==> src/rtl/lsu.sv <==
// rtl/lsu.sv - load/store unit: sub-word and (with LSU_MISALIGN_EN) misaligned accesses as full-word bus cycles
// Optional feature macro: LSU_MISALIGN_EN (split misaligned accesses across two words; rejected otherwise)
module lsu #(
    parameter int ADDR_W = 32,
    parameter int DATA_W = 32
) (
    input  logic              clk,
    input  logic              rst,
    input  logic              req_valid,
    output logic              req_ready,
    input  logic              req_we,
    input  logic [1:0]        req_size,
    input  logic              req_sign,
    input  logic [ADDR_W-1:0] req_addr,
    input  logic [DATA_W-1:0] req_wdata,
    output logic              resp_valid,
    output logic              resp_err,
    output logic [DATA_W-1:0] resp_rdata,
    output logic              busy,
    output logic              bus_re,
    output logic              bus_we,
    output logic [ADDR_W-1:0] bus_addr,
    output logic [DATA_W-1:0] bus_wdata,
    output logic [3:0]        bus_byte_mask,
    output logic              bus_un_sign,
    input  logic [DATA_W-1:0] bus_rdata
);

    typedef enum logic [2:0] {IDLE, RD0, WR0, RD1, WR1, DONE} state_t;

    state_t            state, state_next;
    logic              we_q, sign_q, err_q;
    logic [1:0]        size_q;
    logic [ADDR_W-1:0] addr_q;
    logic [DATA_W-1:0] wdata_q, rd0_q, resp_rdata_q;
    logic [1:0]        off;
    logic [3:0]        nmask;
    logic [2:0]        req_end;
    logic              req_mis, req_err;
    logic [DATA_W-1:0] word0, ld_word, ld_result;
    logic [DATA_W-1:0] d_lo;
    logic [3:0]        m_lo;

    function automatic logic [31:0] lanes(input logic [3:0] m);
        logic [31:0] r;
        r = '0;
        for (int i = 0; i < 4; i++) r[i*8 +: 8] = {8{m[i]}};
        return r;
    endfunction

    assign off     = addr_q[1:0];
    assign nmask   = (size_q == 2'd0) ? 4'b0001 : (size_q == 2'd1) ? 4'b0011 : 4'b1111;
    assign req_end = {1'b0, req_addr[1:0]} +
                     ((req_size == 2'd0) ? 3'd1 : (req_size == 2'd1) ? 3'd2 : 3'd4);
    assign req_mis = (req_end > 3'd4);
    assign word0   = (state == RD0) ? bus_rdata : rd0_q;

`ifdef LSU_MISALIGN_EN
    logic              mis_q;
    logic [DATA_W-1:0] rd1_q, word1, d_hi;
    logic [3:0]        m_hi;
    logic [7:0]        mask64;
    logic [63:0]       data64;

    assign req_err = (req_size == 2'd3);
    assign word1   = (state == RD1) ? bus_rdata : rd1_q;
    assign ld_word = 32'({word1, word0} >> {off, 3'b000});
    assign mask64  = {4'b0000, nmask} << off;
    assign data64  = {32'h0, wdata_q} << {off, 3'b000};
    assign {m_hi, m_lo} = mask64;
    assign {d_hi, d_lo} = data64;
`else
    assign req_err = (req_size == 2'd3) || req_mis;
    assign ld_word = word0 >> {off, 3'b000};
    assign m_lo    = nmask << off;
    assign d_lo    = wdata_q << {off, 3'b000};
`endif

    // Extension uses the top byte of the access, not bit 31 of the bus word
    always_comb begin
        ld_result = ld_word;
        case (size_q)
            2'd0: ld_result = {{24{sign_q & ld_word[7]}}, ld_word[7:0]};
            2'd1: ld_result = {{16{sign_q & ld_word[15]}}, ld_word[15:0]};
            default: ld_result = ld_word;
        endcase
    end

    always_comb begin
        state_next = state;
        case (state)
            IDLE: if (req_valid) begin
                if (req_err)                                state_next = DONE;
                else if (req_we && req_size == 2'd2 && !req_mis) state_next = WR0;
                else                                        state_next = RD0;
            end
`ifdef LSU_MISALIGN_EN
            RD0:  state_next = we_q ? WR0 : (mis_q ? RD1 : DONE);
            WR0:  state_next = mis_q ? RD1 : DONE;
            RD1:  state_next = we_q ? WR1 : DONE;
            WR1:  state_next = DONE;
`else
            RD0:  state_next = we_q ? WR0 : DONE;
            WR0:  state_next = DONE;
`endif
            DONE: state_next = IDLE;
            default: state_next = IDLE;
        endcase
    end

    always_ff @(posedge clk or posedge rst) begin
        if (rst) begin
            state        <= IDLE;
            we_q         <= 1'b0;
            sign_q       <= 1'b0;
            err_q        <= 1'b0;
            size_q       <= 2'd0;
            addr_q       <= '0;
            wdata_q      <= '0;
            rd0_q        <= '0;
            resp_rdata_q <= '0;
`ifdef LSU_MISALIGN_EN
            mis_q        <= 1'b0;
            rd1_q        <= '0;
`endif
        end else begin
            state <= state_next;
            if (state == IDLE && req_valid) begin
                we_q    <= req_we;
                sign_q  <= req_sign;
                err_q   <= req_err;
                size_q  <= req_size;
                addr_q  <= req_addr;
                wdata_q <= req_wdata;
`ifdef LSU_MISALIGN_EN
                mis_q   <= req_mis;
`endif
            end
            if (state == RD0) rd0_q <= bus_rdata;
`ifdef LSU_MISALIGN_EN
            if (state == RD1) rd1_q <= bus_rdata;
`endif
            if (state_next == DONE && state != DONE)
                resp_rdata_q <= (state == IDLE || we_q) ? '0 : ld_result;
        end
    end

    always_comb begin
        bus_re    = 1'b0;
        bus_we    = 1'b0;
        bus_addr  = '0;
        bus_wdata = '0;
        case (state)
            RD0: begin
                bus_re   = 1'b1;
                bus_addr = {addr_q[ADDR_W-1:2], 2'b00};
            end
            WR0: begin
                bus_we    = 1'b1;
                bus_addr  = {addr_q[ADDR_W-1:2], 2'b00};
                bus_wdata = (rd0_q & ~lanes(m_lo)) | (d_lo & lanes(m_lo));
            end
`ifdef LSU_MISALIGN_EN
            RD1: begin
                bus_re   = 1'b1;
                bus_addr = {addr_q[ADDR_W-1:2] + (ADDR_W-2)'(1), 2'b00};
            end
            WR1: begin
                bus_we    = 1'b1;
                bus_addr  = {addr_q[ADDR_W-1:2] + (ADDR_W-2)'(1), 2'b00};
                bus_wdata = (rd1_q & ~lanes(m_hi)) | (d_hi & lanes(m_hi));
            end
`endif
            default: ;
        endcase
    end

    assign bus_byte_mask = (bus_re || bus_we) ? 4'b1111 : 4'b0000;
    assign bus_un_sign   = 1'b0;
    assign req_ready     = (state == IDLE);
    assign busy          = (state != IDLE);
    assign resp_valid    = (state == DONE);
    assign resp_err      = (state == DONE) && err_q;
    assign resp_rdata    = resp_rdata_q;

endmodule

==> config.mk <==
export PLATFORM = sky130hd
export DESIGN_NAME = lsu
export DESIGN_NICKNAME = d
export VERILOG_FILES = /design/src/rtl/lsu.sv
export SDC_FILE = /design/constraint.sdc
export NUM_CORES = 1
export LEC_CHECK = 0
export CAP_MARGIN = 20
export CORE_MARGIN = 10
export CORE_UTILIZATION = 25
export DETAILED_ROUTE_END_ITERATION = 8
export DONT_BUFFER_PORTS = 1
export GPL_TIMING_DRIVEN = 0
export SLEW_MARGIN = 20
export SYNTH_ARGS = -nofsm -noshare
export SYNTH_HDL_FRONTEND = slang
export SYNTH_SLANG_ARGS = --single-unit
==> constraint.sdc <==
create_clock -name clk -period 13.3 [get_ports clk]
set_input_delay 3.99 -clock clk [delete_from_list [all_inputs] [get_ports clk]]
set_output_delay 3.99 -clock clk [all_outputs]
set_load 0.005 [all_outputs]
**Word level (Yosys, flattened, before mapping)**

Index checks and enable logic that the tools add are counted.

- Word-level logic and storage cells: 60
- Output and inout bits: 107
- Register bits after elaboration: 136
- Input port bits: 103

- Muxes and demuxes: 17
- $add $sub $neg: 1
- Bitwise logic cells: 6
- Order comparisons: 1
- Eq/ne operators: 9
- Reduce and logical (&&, ||, !) cells: 14
- Shifts and indexed selects: 3

Operators with widths:

| cell | number |
|---|---|
| $mux W32 | 4 |
| $and A32 B32 Y32 | 2 |
| $pmux W32 S2 | 1 |
| $not A32 Y32 | 1 |
| $or A32 B32 Y32 | 1 |
| $shl A32 B5 Y32 | 1 |
| $shr A32 B5 Y32 | 1 |
| $mux W3 | 5 |
| $mux W4 | 3 |
| $pmux W3 S3 | 1 |
| $eq A3 B3 Y1 const B | 2 |
| $logic_and A1 B1 Y1 | 5 |
| $eq A2 B1 Y1 const B | 2 |
| $eq A2 B2 Y1 const B | 2 |
| $logic_not A2 Y1 | 2 |
| $shl A4 B2 Y4 | 1 |
| $add A2 B3 Y3 | 1 |
| $eq A3 B1 Y1 const B | 1 |
| $eq A3 B2 Y1 const B | 1 |
| $gt A3 B3 Y1 const B | 1 |
| $logic_not A3 Y1 | 1 |
| $logic_or A1 B1 Y1 | 3 |
| $ne A3 B3 Y1 const B | 1 |
| $reduce_bool A3 Y1 | 1 |
| 5 further kinds | 7 |

**Depth between registers and ports, before layout**

- Depth in word-level cells: 13
- Depth in mapped cells: 12

**Worst setup path before layout**

Ideal clock, no wire load.

- Kind: input-to-reg
- From: in req_size[1]
- To: reg resp_rdata_q[16] (netlist: resp_rdata[16])
- Data arrival time: 5.930 ns
- Path slack: 7.249 ns
- Path buffers: 3
- Cell stages on the path: 12
- Cells stage by stage: nor2_1 -> ha_1 -> inv_1 -> fa_1 -> nand2b_1 -> a21oi_1 -> a211o_1 -> buf_2 -> and2_1 -> buf_2 -> buf_2 -> a32o_1

- Cells in the longest elaborated chain, start to end: 13
- Elaborated cells on any way between the ends: 18

RTL lines:

| item | line | RTL |
|---|---|---|
| start: declaration | 12 | `input logic [1:0] req_size,` |
| $eq A2 B1 Y1 | 54 | `((req_size == 2'd0) ? 3'd1 : (req_size == 2'd1) ? 3'd2 : 3'd4);` |
| $mux W3 (2 in series) | 54 |  |
| $add A2 B3 Y3 | 53 | `assign req_end = {1'b0, req_addr[1:0]} +` |
| $gt A3 B3 Y1 | 55 | `assign req_mis = (req_end > 3'd4);` |
| $logic_not A1 Y1 | 94 | `else if (req_we && req_size == 2'd2 && !req_mis) state_next = WR0;` |
| $logic_and A1 B1 Y1 | 94 |  |
| $mux W2 | 94 |  |
| $mux W3 (*) | 93 | `if (req_err) state_next = DONE;` |
| $mux W3 (*) | 92 | `IDLE: if (req_valid) begin` |
| $pmux W3 S3 (*) | 91 | `case (state)` |
| $eq A3 B3 Y1 (*) | 143 | `if (state_next == DONE && state != DONE)` |
| $logic_and A1 B1 Y1 (*) | 143 |  |
| end signal: assignment | 144 | `resp_rdata_q <= (state == IDLE \|\| we_q) ? '0 : ld_result;` |
| end: declaration | 35 | `logic [DATA_W-1:0] wdata_q, rd0_q, resp_rdata_q;` |

Mark *: on every way between the ends. The rest lies on a longest branch, timed or not.
A chain may end at the register's enable or synchronous reset.

**Worst setup path in the final report**

- From: reg addr_q[0]
- To: out bus_wdata[23]

- Cells in the longest elaborated chain, start to end: 5
- Elaborated cells on any way between the ends: 7

RTL lines:

| item | line | RTL |
|---|---|---|
| start: declaration | 34 | `logic [ADDR_W-1:0] addr_q;` |
| start signal: assignment | 133 | `addr_q <= req_addr;` |
| parallel branches: the longest is 3 deep, another holds $shl A32 B5 Y32 | - |  |
| $or A32 B32 Y32 (*) | 161 | `bus_wdata = (rd0_q & ~lanes(m_lo)) \| (d_lo & lanes(m_lo));` |
| $mux W32 (*) | 153 | `case (state)` |
| end: declaration | 23 | `output logic [DATA_W-1:0] bus_wdata,` |

Mark *: on every way between the ends.

==> flow_summary.json <==
{
  "status": "completed",
  "rr_worst_depth": 8,
  "dr.first_iter.drc_count": 414,
  "antenna_found_initial": 4,
  "startpoint_type": "flip-flop",
  "ant_nets": 0,
  "clkTransAtPathRegs_ns": 0.06,
  "rsz0062_at_grt": "no",
  "chipHeight_um": 187.4,
  "start_util": 0.2528,
  "gp_congestion": 0.8927,
  "htree_levels": 4,
  "design_area_sq_um": 8107,
  "grt_pass1_vias": 5716,
  "ys_warn_count": 0,
  "holdCritPathClass": "flip-flop to flip-flop",
  "ys.flop_type": "dfrtp_1",
  "synthCells": 780,
  "critPathKind": "flip-flop to primary output",
  "numCtsBuffers": 17,
  "drive_above_1_share": 0.08712,
  "synth_cell_types": 43,
  "synth_edf_count": 0,
  "p_per_area_nw_per_um2": 280.8,
  "drtPass1Iterations": 5,
  "slew_headroom": 0.4499,
  "ir_worst_vdd_v": 0.00009622,
  "drv_slew": 0,
  "finalCritPeriodShare": 0.5084,
  "cts_buffer_depth": 2,
  "viasPerCell": 4.737,
  "p_leak_uw": 0.003694,
  "hold_viol_final": 0,
  "finalSetupViolCount": 0,
  "critPathArrivalTime_ns": 2.77,
  "hpwlAfterDp_um": 20740,
  "hold_buffers": 0,
  "core_area_sq_um": 27710,
  "cts-resized-gates": 0,
  "syn_area_per_cell_sq_um": 8.980,
  "num_io_pins": 210,
  "layout_min_cycle_time_ns": 6.762,
  "fmax_mhz": 147.9,
  "via_count": 5665,
  "synth-seq-cells": 136,
  "clock-sinks": 136,
  "critPathMaxFanout": 10,
  "post_cts_buffers": 0,
  "grt_max_degree": 72,
  "die_area_sq_um": 35110,
  "port_buffers": 0,
  "clockRootBuffer": "clkbuf_16",
  "grt_pass1_wl_um": 37950,
  "worstMarginPinSlew_ns": 0.8188,
  "drt_wl_total_um": 26050,
  "tritoncts": "done",
  "wire_per_inst_um": 21.78,
  "layout_common_cells": "235 x nand2_1, 136 x dfrtp_1, 46 x nor2b_1, 41 x mux2i_1, 41 x nor2_1",
  "finalPower_uw": 2276,
  "syn2layout_area_growth_pct": 15.74,
  "hold_path_depth": 2,
  "syn_area_sq_um": 7004,
  "critPathCaptureType": "primary output",
  "clk_latency_ns": 0.44,
  "cp.required_ns": 9.31,
  "max_cap_viol_count": 0,
  "place_area_sq_um": 7520,
  "rows": 61,
  "drcViolationCount": 0,
  "fillCellCount": 2962,
  "grt_overflow": 0,
  "track_usage": 0.1450,
  "final_common_cell": "nand2_1",
  "whs_ns": 0.4648,
  "nets": 907,
  "die_w_um": 187.4,
  "setup_tns_ns": 0,
  "synthArstFlopShare": 1.000,
  "skew_ns": 0.01276,
  "yosysSeqAreaShare": 0.4859
}
synthesized netlist by cell type, types with 10 or more instances:
cell	number	area, sq um
nand2_1	235	882.1
dfrtp_1	136	3403
nor2b_1	46	287.8
inv_1	41	153.9
mux2i_1	41	410.4
nor2_1	41	153.9
clkbuf_1	37	138.9
a211oi_1	32	240.2
a21oi_1	28	140.1
a32o_1	16	160.2
o21ai_0	13	65.06
and2_1	10	62.56
routing by layer:
metal	up-vias	share of wire	global-route usage	wire (um)
met2	226	0.47	0.2339	12260
met5	-	0.00050	0	13
met1	2731	0.39	0.1563	10070
li1	2667	-	-	-
met4	2	0.028	0.05785	717
met3	39	0.11	0.07830	2989
critical path, stage by stage (launching register included):
cell,delay (ns)
dfrtp_1,0.43
buf_2,0.27
buf_2,0.30
buf_1,0.46
mux2i_1,0.16
nor2_1,0.11
a21oi_1,0.06
a211oi_1,0.55
report_power, final:
group          total (uW)  internal [uW]  switching (uW)  leakage [uW]
clock                 473            264             209      0.000281
sequential            769            604             165       0.00169
combinational        1030            379             656       0.00172
total                2280           1250            1030       0.00369
final timing paths:
kind                                        startpoint                    endpoint  slack (ns)
worst max-delay path             addr_q[0]$_DFFE_PP0P_               bus_wdata[23]        6.54
worst min-delay path            addr_q[14]$_DFFE_PP0P_      addr_q[14]$_DFFE_PP0P_        0.46
worst max register to register      state[2]$_DFF_PP0_  resp_rdata[17]$_DFFE_PP0P_       10.44
worst min register to register  addr_q[14]$_DFFE_PP0P_      addr_q[14]$_DFFE_PP0P_        0.46
max in group asynchronous                          rst           err_q$_DFFE_PP0P_        9.12
min in group asynchronous                          rst      wdata_q[4]$_DFFE_PP0P_        3.44
metrics by stage:
stage | setup slack [ns] | util | cells
2_1_floorplan | 5.671 | - | 782
3_3_place_gp | 3.956 | 0.2702 | 1160
4_1_cts | 6.487 | 0.2923 | 1193
6_report | 6.538 | 0.2926 | 1196
3_5_place_dp | 6.959 | 0.2714 | 1161
5_1_grt | 6.342 | 0.2925 | 1195
kinds of logic (layout without fill, tap and decap cells):
group | count (synthesis) | after routing | share of synthesized area
mux | 57 | 57 | 0.09878
compound gates | 119 | 119 | 0.1224
flops | 136 | 136 | 0.4859
fa+ha+maj | 2 | 2 | 0.004644
simple gates | 363 | 363 | 0.2249
buf+inv | 101 | 134 | 0.06163
xor+xnor | 1 | 1 | 0.001251
other cells | 1 | 6 | 0.0005354
sequential cells by signal (all words and copies together), names as in the netlist:
signal,cells
err_q,1
sign_q,1
addr_q,32
we_q,1
state,3
rd0_q,32
wdata_q,32
resp_rdata,32
size_q,2
cell type report:
class / instances / area, sq um / share of cell area
sequential: 136 / 3403 / 0.4198
timing repair buffer: 1 / 27.53 / 0.003396
clock buffer: 17 / 425.4 / 0.05248
tap: 378 / 473.0 / 0.05834
buffer: 60 / 277.8 / 0.03426
multi-input combinational: 545 / 3177 / 0.3919
antenna: 3 / 7.507 / 0.0009261
inverter: 41 / 161.4 / 0.01991
clock inverter: 15 / 153.9 / 0.01898
No activity file was read; power rests on OpenSTA's default activity.
